**config.mk**
```make
export PLATFORM = sky130hd
export DESIGN_NAME = mips_cpu_muldiv_seq
export DESIGN_NICKNAME = d
export VERILOG_FILES = /design/src/rtl/mips_cpu_muldiv_seq.sv
export SDC_FILE = /design/constraint.sdc
export NUM_CORES = 1
export LEC_CHECK = 0
export CAP_MARGIN = 30
export CORE_ASPECT_RATIO = 1.2
export CORE_MARGIN = 3
export CORE_UTILIZATION = 30
export DETAILED_ROUTE_END_ITERATION = 12
export GPL_ROUTABILITY_DRIVEN = 0
export SKIP_LAST_GASP = 1
export SYNTH_ARGS = -nofsm -noshare
export SYNTH_HDL_FRONTEND = slang
export SYNTH_SLANG_ARGS = --single-unit
export TNS_END_PERCENT = 5
```
**constraint.sdc**
```tcl
create_clock -name clk -period 2.9 [get_ports clk]
set_input_delay 0.58 -clock clk [delete_from_list [all_inputs] [get_ports clk]]
set_output_delay 0.58 -clock clk [all_outputs]
set_load 0.01 [all_outputs]
```
**src/rtl/mips_cpu_muldiv_seq.sv**
```systemverilog
// Sequential HI/LO multiply/divide unit: shift-add multiply and restoring divide, one bit per cycle.
// Define MULDIV_ACCUM_EN to enable MADD/MADDU/MSUB/MSUBU accumulation into {hi,lo}.
module mips_cpu_muldiv_seq #(
    parameter int WIDTH = 32
) (
    input  logic             clk,
    input  logic             reset,
    input  logic             start,
    input  logic [3:0]       op,
    input  logic [WIDTH-1:0] a,
    input  logic [WIDTH-1:0] b,
    output logic             busy,
    output logic             done,
    output logic             div_by_zero,
    output logic [WIDTH-1:0] hi,
    output logic [WIDTH-1:0] lo
);
    localparam int CW = $clog2(WIDTH);

    localparam logic [3:0] OP_MULT  = 4'b0000;
    localparam logic [3:0] OP_MULTU = 4'b0001;
    localparam logic [3:0] OP_DIV   = 4'b0010;
    localparam logic [3:0] OP_DIVU  = 4'b0011;
    localparam logic [3:0] OP_MTHI  = 4'b0100;
    localparam logic [3:0] OP_MTLO  = 4'b0101;
`ifdef MULDIV_ACCUM_EN
    localparam logic [3:0] OP_MADD  = 4'b0110;
    localparam logic [3:0] OP_MADDU = 4'b0111;
    localparam logic [3:0] OP_MSUB  = 4'b1000;
    localparam logic [3:0] OP_MSUBU = 4'b1001;
`endif

    typedef enum logic [1:0] {IDLE, RUN, FIX, DONE} state_t;

    state_t             state;
    logic [CW-1:0]      count;
    logic [2*WIDTH-1:0] p;       // mul: {partial, multiplier}; div: {remainder, quotient}
    logic [WIDTH-1:0]   m;       // multiplicand or divisor magnitude
    logic               is_div;
    logic               neg_lo;
    logic               neg_hi;
`ifdef MULDIV_ACCUM_EN
    logic               acc;
    logic               acc_sub;
`endif

    // Decode of the incoming op
    logic dec_mul, dec_div, dec_sgn;
`ifdef MULDIV_ACCUM_EN
    logic dec_acc, dec_sub;
`endif

    always_comb begin
        dec_mul = 1'b0;
        dec_div = 1'b0;
        dec_sgn = 1'b0;
`ifdef MULDIV_ACCUM_EN
        dec_acc = 1'b0;
        dec_sub = 1'b0;
`endif
        case (op)
            OP_MULT:  begin dec_mul = 1'b1; dec_sgn = 1'b1; end
            OP_MULTU: dec_mul = 1'b1;
            OP_DIV:   begin dec_div = 1'b1; dec_sgn = 1'b1; end
            OP_DIVU:  dec_div = 1'b1;
`ifdef MULDIV_ACCUM_EN
            OP_MADD:  begin dec_mul = 1'b1; dec_sgn = 1'b1; dec_acc = 1'b1; end
            OP_MADDU: begin dec_mul = 1'b1; dec_acc = 1'b1; end
            OP_MSUB:  begin dec_mul = 1'b1; dec_sgn = 1'b1; dec_acc = 1'b1; dec_sub = 1'b1; end
            OP_MSUBU: begin dec_mul = 1'b1; dec_acc = 1'b1; dec_sub = 1'b1; end
`endif
            default: ;
        endcase
    end

    logic             a_neg, b_neg;
    logic [WIDTH-1:0] a_mag, b_mag;

    assign a_neg = dec_sgn & a[WIDTH-1];
    assign b_neg = dec_sgn & b[WIDTH-1];
    assign a_mag = a_neg ? -a : a;
    assign b_mag = b_neg ? -b : b;

    // One iteration of either algorithm
    logic [WIDTH:0]     mul_sum;
    logic [WIDTH:0]     div_shift;
    logic [WIDTH-1:0]   div_diff;
    logic               div_ge;
    logic [2*WIDTH-1:0] step_next;

    assign mul_sum   = {1'b0, p[2*WIDTH-1:WIDTH]} + {1'b0, (p[0] ? m : {WIDTH{1'b0}})};
    assign div_shift = {p[2*WIDTH-1:WIDTH], p[WIDTH-1]};
    assign div_ge    = div_shift >= {1'b0, m};
    // The true difference is below 2^WIDTH whenever it is used, so WIDTH bits suffice
    assign div_diff  = div_shift[WIDTH-1:0] - m;
    assign step_next = is_div ? {(div_ge ? div_diff : div_shift[WIDTH-1:0]), p[WIDTH-2:0], div_ge}
                              : {mul_sum, p[WIDTH-1:1]};

    // Sign correction applied in FIX
    logic [2*WIDTH-1:0] prod;
    logic [WIDTH-1:0]   quot, rem;

    assign prod = neg_lo ? -p : p;
    assign quot = neg_lo ? -p[WIDTH-1:0] : p[WIDTH-1:0];
    assign rem  = neg_hi ? -p[2*WIDTH-1:WIDTH] : p[2*WIDTH-1:WIDTH];

`ifdef MULDIV_ACCUM_EN
    logic [2*WIDTH-1:0] acc_sum;
    assign acc_sum = acc_sub ? ({hi, lo} - prod) : ({hi, lo} + prod);
`endif

    always_ff @(posedge clk) begin
        if (!reset) begin
            state       <= IDLE;
            count       <= '0;
            p           <= '0;
            m           <= '0;
            is_div      <= 1'b0;
            neg_lo      <= 1'b0;
            neg_hi      <= 1'b0;
`ifdef MULDIV_ACCUM_EN
            acc         <= 1'b0;
            acc_sub     <= 1'b0;
`endif
            busy        <= 1'b0;
            done        <= 1'b0;
            div_by_zero <= 1'b0;
            hi          <= '0;
            lo          <= '0;
        end else begin
            done        <= 1'b0;
            div_by_zero <= 1'b0;
            case (state)
                IDLE, DONE: begin
                    state <= IDLE;
                    if (start) begin
                        if (dec_mul || (dec_div && b != '0)) begin
                            state   <= RUN;
                            busy    <= 1'b1;
                            count   <= CW'(WIDTH - 1);
                            p       <= {{WIDTH{1'b0}}, (dec_div ? a_mag : b_mag)};
                            m       <= dec_div ? b_mag : a_mag;
                            is_div  <= dec_div;
                            neg_lo  <= a_neg ^ b_neg;
                            neg_hi  <= a_neg;
`ifdef MULDIV_ACCUM_EN
                            acc     <= dec_acc;
                            acc_sub <= dec_sub;
`endif
                        end else begin
                            // Moves, divide-by-zero and no-ops finish in one cycle
                            done        <= 1'b1;
                            div_by_zero <= dec_div;
                            if (op == OP_MTHI) hi <= a;
                            if (op == OP_MTLO) lo <= a;
                        end
                    end
                end
                RUN: begin
                    p     <= step_next;
                    count <= count - 1'b1;
                    if (count == '0) state <= FIX;
                end
                FIX: begin
                    state <= DONE;
                    busy  <= 1'b0;
                    done  <= 1'b1;
                    if (is_div) begin
                        lo <= quot;
                        hi <= rem;
                    end else begin
`ifdef MULDIV_ACCUM_EN
                        {hi, lo} <= acc ? acc_sum : prod;
`else
                        {hi, lo} <= prod;
`endif
                    end
                end
                default: state <= IDLE;
            endcase
        end
    end

endmodule

```
# == Word-level counts from Yosys, hierarchy flattened ==
# Cells that the tools add are included.
# word_totals
reg_bits,173
output_inout_bits,67
word_cells,98
# op_classes
add_sub_neg,8
magnitude_cmp,1
eq_ne,14
mux,39
n_bitwise,6
n_reduce_logical,18
# op_table
operator,count
$mux W32,16
$mux W64,4
$neg A32 Y32,4
$pmux W32 S2,2
$pmux W64 S2,1
$neg A64 Y64,1
$add A32 B32 Y33,1
$ge A33 B32 Y1,1
$reduce_bool A32 Y1,1
$sub A32 B32 Y32,1
$ne A2 B2 Y1 const B,6
$mux W5,2
$pmux W5 S2,1
$mux W1,9
$reduce_and A3 Y1,3
$eq A4 B2 Y1 const B,2
$eq A4 B3 Y1 const B,2
$reduce_and A4 Y1,2
$reduce_or A2 Y1,4
$pmux W2 S3,1
$logic_not A5 Y1,1
$sub A5 B1 Y5 const B,1
$eq A2 B2 Y1 const B,2
$eq A4 B1 Y1 const B,1
other kinds (12),17

# == Longest topological paths before layout ==
# logic_depth
depth_word,9
ltp_mapped,14
mapped_depth_nobuf,13

# == Least setup slack after synthesis ==
# Ideal clock, no wire load.
# synth_timing
kind,flip-flop to flip-flop
start,register p[0]
end,register p[61]
t_arrival_ns,3.091
t_required_ns,2.834
path_slack_ns,-0.257
stages_incl_launch_ff,14
period_less_slack_ns,3.157
path_cell_list,dfxtp_1 inv_1 buf_1 nor2_1 ha_1 a21o_1 a211o_1 o21ai_0 nand2_1 a221o_1 a221o_1 a21oi_1 mux2_2 a21oi_2
# synth_via
elab_chain_len,4
# synth_rtl
element,line_no,text
from (decl),37,logic [2*WIDTH-1:0] p;
from (signal assigned),141,"p <= {{WIDTH{1'b0}}, (dec_div ? a_mag : b_mag)};"
from (signal assigned),160,p <= step_next;
$mux W32,91,"assign mul_sum = {1'b0, p[2*WIDTH-1:WIDTH]} + {1'b0, (p[0] ? m : {WIDTH{1'b0}})};"
$add A32 B32 Y33,91,
$mux W64,96,"assign step_next = is_div ? {(div_ge ? div_diff : div_shift[WIDTH-1:0]), p[WIDTH-2:0], div_ge}"
$pmux W64 S2,133,case (state)
# No other way between the ends.
# A chain may end at the register's enable or synchronous reset.

# == Worst setup path in the final report ==
# layout_timing
start,register p[39]
end,register hi[25]
# layout_via
elab_chain_len,4
# layout_rtl
element,line_no,text
$neg A64 Y64 or $neg A32 Y32 (tied branches),"103, 105",
$mux W64 or $mux W32 (tied branches),"103, 105",
$mux W32 (*),168,if (is_div) begin
$pmux W32 S2 (*),133,
to (signal assigned),170,hi <= rem;
to (signal assigned),175,"{hi, lo} <= prod;"
to (decl),15,"output logic [WIDTH-1:0] hi,"
# Every way passes the cells marked *; elsewhere a longest branch is shown, timed or not.

==> impl_metrics.env <==
export IMPL_path_cells="buf_4, nor4_1, nand3_1, or4_1, nand2b_1, nor3_1, o21ai_0, xor2_1, mux2i_1, buf_4, a21oi_1"
export IMPL_synth_area_per_cell_um2=7.33
export IMPL_fin_crit_ns=3.14
export IMPL_ys_flop_type="dfxtp_1"
export IMPL_syn_area_um2=14800
export IMPL_grt_use_total=0.220
export IMPL_cp_slowest_cell="or4_1"
export IMPL_die_h_um=249
export IMPL_ios=138
export IMPL_dp_hpwl_um=47100
export IMPL_fin_nets=2650
export IMPL_finalNonFillerCells=3147
export IMPL_synth_top_area_frac=0.234
export IMPL_power_share_clock=0.300
export IMPL_wl_per_cell_um=19.3
export IMPL_internal_power_uw=5150
export IMPL_p_sw_frac=0.349
export IMPL_drtIter0Drc=1429
export IMPL_dpl_cell_area_um2=19900
export IMPL_fillers=4684
export IMPL_p_leak_uw=0.00894
export IMPL_min_period_over_period=1.08
export IMPL_area_growth_pct=45.0
export IMPL_place_inst=3088
export IMPL_cts_sinks=173
export IMPL_vias=17100
export IMPL_setup_slack_ns=-0.239
export IMPL_ir_worst_vdd_v=0.000442
export IMPL_diodes=0
export IMPL_r2r_slack_ns=-0.24
export IMPL_crit_top_cell="buf_4"
export IMPL_power_share_sequential=0.324
export IMPL_setup_viol=48
export IMPL_rsz0062_at_grt="yes"
export IMPL_rows=88
export IMPL_viasPerCell=5.44
export IMPL_cp_arrival_ns=3.49
export IMPL_die_w_um=209
export IMPL_firstDrtPassIters=6
export IMPL_worst_slew_pin_slew_ns=0.939
export IMPL_min_path_type="reg2reg"
export IMPL_fin_area_um2=21400
export IMPL_fmax_mhz=319
export IMPL_hold_violations=0
export IMPL_io_buffers=137
export IMPL_numCtsBuffers=17
export IMPL_cp_required_ns=3.25
export IMPL_grt_ovfl_total=0
export IMPL_ant_nets=0
export IMPL_ys_seq_area_frac=0.234
export IMPL_powerDensity_nw_per_um2=369
export IMPL_endpoint_kind="flip-flop"
export IMPL_crit_fanout=5
export IMPL_core_area_um2=48300
export IMPL_grt_pass1_vias=16700
export IMPL_grt_pass1_wl_um=92100
export IMPL_whs_ns=0.469
export IMPL_fin_util=0.443
export IMPL_syn_nets=2161
export IMPL_synth_async_reset_ratio=0
export IMPL_relSlewSlack=0.372
export IMPL_p_sw_uw=2760
export IMPL_ys_warn_count=0
export IMPL_maxSlewViolCount=0
export IMPL_finalPower_uw=7910
export IMPL_path_buf_inv=2
export IMPL_final_common_cell="buf_4"
export IMPL_path_clk_slew_ns=0.07
export IMPL_layout_common_cells="buf_4, nor2_1, a21oi_1"
export IMPL_critPathKind="reg2reg"
export IMPL_status="finished, violations left"
export IMPL_synth_edff_count=0
export IMPL_syn_inst=2016
export IMPL_cap_violations=0
export IMPL_drcViolationCount=0
export IMPL_cts_tree="built"
export IMPL_start_kind="flip-flop"
export IMPL_initial_core_util=0.306
export IMPL_path_delay_family="simple AND/OR/NAND/NOR gates"
export IMPL_netlist_top_cells_area="dfxtp_1, a21oi_1, nor2_1"
export IMPL_fin_skew_ns=0.0117
export IMPL_antenna_found_initial=0
export IMPL_ys_ff_latch=173
export IMPL_cts_hold_buf=0
export IMPL_clk_root_buffer_cell="clkbuf_16"
export IMPL_design_die_area_um2=52000
export IMPL_clock_path_buffers=2
export IMPL_worst_path_largest_cell_delay_ns=0.60
export IMPL_wl_um=60900
export IMPL_power_frac_comb=0.376
export IMPL_grt_max_degree=98
export IMPL_drive_above_1_share=0.261
export IMPL_yosys_area_top_type="dfxtp_1"
export IMPL_ys_types=83
export IMPL_violations="setup timing"
export IMPL_clk_latency_ns=0.46
export IMPL_h_tree_depth=4
state kept, by name, indices dropped and copies added (netlist names):
name         cells
neg_hi           1
is_div           1
count            5
p               64
div_by_zero      1
neg_lo           1
hi              32
done             1
busy             1
state            2
m               32
lo              32
what timing repair did:
item / 4_1_cts / 5_1_grt
cloned: 0 / 2
pin swaps: 33 / 44
endpoints found under the setup margin: 70 / 114
buffers inserted: 8 / 18
resized for setup: 65 / 102
Yosys cell counts, types with 4 or more instances:
cell,number
or4_1,15
o21ai_0,164
buf_2,10
o21bai_1,7
nand2_1,146
nor3_1,41
buf_1,13
a22o_1,4
o211ai_1,18
nor2_1,271
and2_1,12
inv_1,64
o21a_1,14
o221a_2,5
xnor2_1,72
nor2b_1,13
o221ai_1,7
a221oi_1,4
or3_1,16
xor2_1,101
a211o_1,4
dfxtp_1,173
a221o_1,4
a211oi_1,86
mux2_2,26
nor3b_1,4
and3_1,13
a31oi_1,20
nor4_1,13
clkbuf_1,103
nand4_1,13
ha_1,72
a21oi_1,226
nand2b_1,13
o31ai_1,23
o41ai_1,12
a22oi_1,12
nand3_1,39
a21o_1,28
a311oi_1,11
mux2i_1,53
kinds of logic (layout without fill, tap and decap cells):
| family | Yosys count | after routing | synth area share |
|---|---|---|---|
| AO/OA/AOI/OAI | 689 | 689 | 0.293 |
| XOR/XNOR | 173 | 173 | 0.103 |
| adder cells (fa/ha/maj) | 74 | 74 | 0.0637 |
| buffers and inverters | 196 | 697 | 0.0527 |
| flip-flops | 173 | 173 | 0.234 |
| multiplexers | 79 | 79 | 0.0557 |
| AND/OR/NAND/NOR | 632 | 632 | 0.198 |
path summary, 6_finish.rpt:
path	cells past startpoint	endpoint	from
setup / recovery	11	hi[25]	p[39]
hold / removal	2	m[3]	m[3]
setup reg to reg	11	hi[25]	p[39]
hold reg to reg	2	m[3]	m[3]
worst register-to-register path: stages, from the launching register on:
cell      delay [ns]
dfxtp_1         0.38
buf_4           0.19
nor4_1          0.44
nand3_1         0.21
or4_1           0.60
nand2b_1        0.27
nor3_1          0.19
o21ai_0         0.13
xor2_1          0.16
mux2i_1         0.24
buf_4           0.16
a21oi_1         0.05
layer usage:
layer,vias up,GRT usage,part of all wire
met3,161,0.0267,0.053
li1,8276,-,-
met1,8104,0.266,0.41
met5,-,0,0
met4,0,0.113,0.056
met2,590,0.381,0.49
cell type report:
cell class                      instances  area, um^2  area share
Multi-Input combinational cell       1647       11200       0.524
Timing Repair Buffer                  601        5110       0.239
Sequential cell                       173        3470       0.162
Tap cell                              630         788      0.0368
Clock buffer                           20         437      0.0204
Inverter                               65         258      0.0120
Clock inverter                         11         135     0.00631
power groups by stage:
stage          registers [uW]  logic, uW  clock network, uW
2_1_floorplan            2630       1360                  0
3_3_place_gp             2610       2650                  0
3_5_place_dp             2620       2660                  0
4_1_cts                  2560       2740               2410
5_1_grt                  2580       3170               2490
6_report                 2570       2970               2380
metrics by stage:
stage	setup WS (ns)	TNS, ns
2_1_floorplan	-0.0221	-0.0221
3_3_place_gp	-0.617	-40.71
3_5_place_dp	-0.667	-43.51
4_1_cts	-0.153	-3.66
5_1_grt	-0.335	-13.76
6_report	-0.239	-3.37
Note: power is estimated with default switching activity, not from simulation.
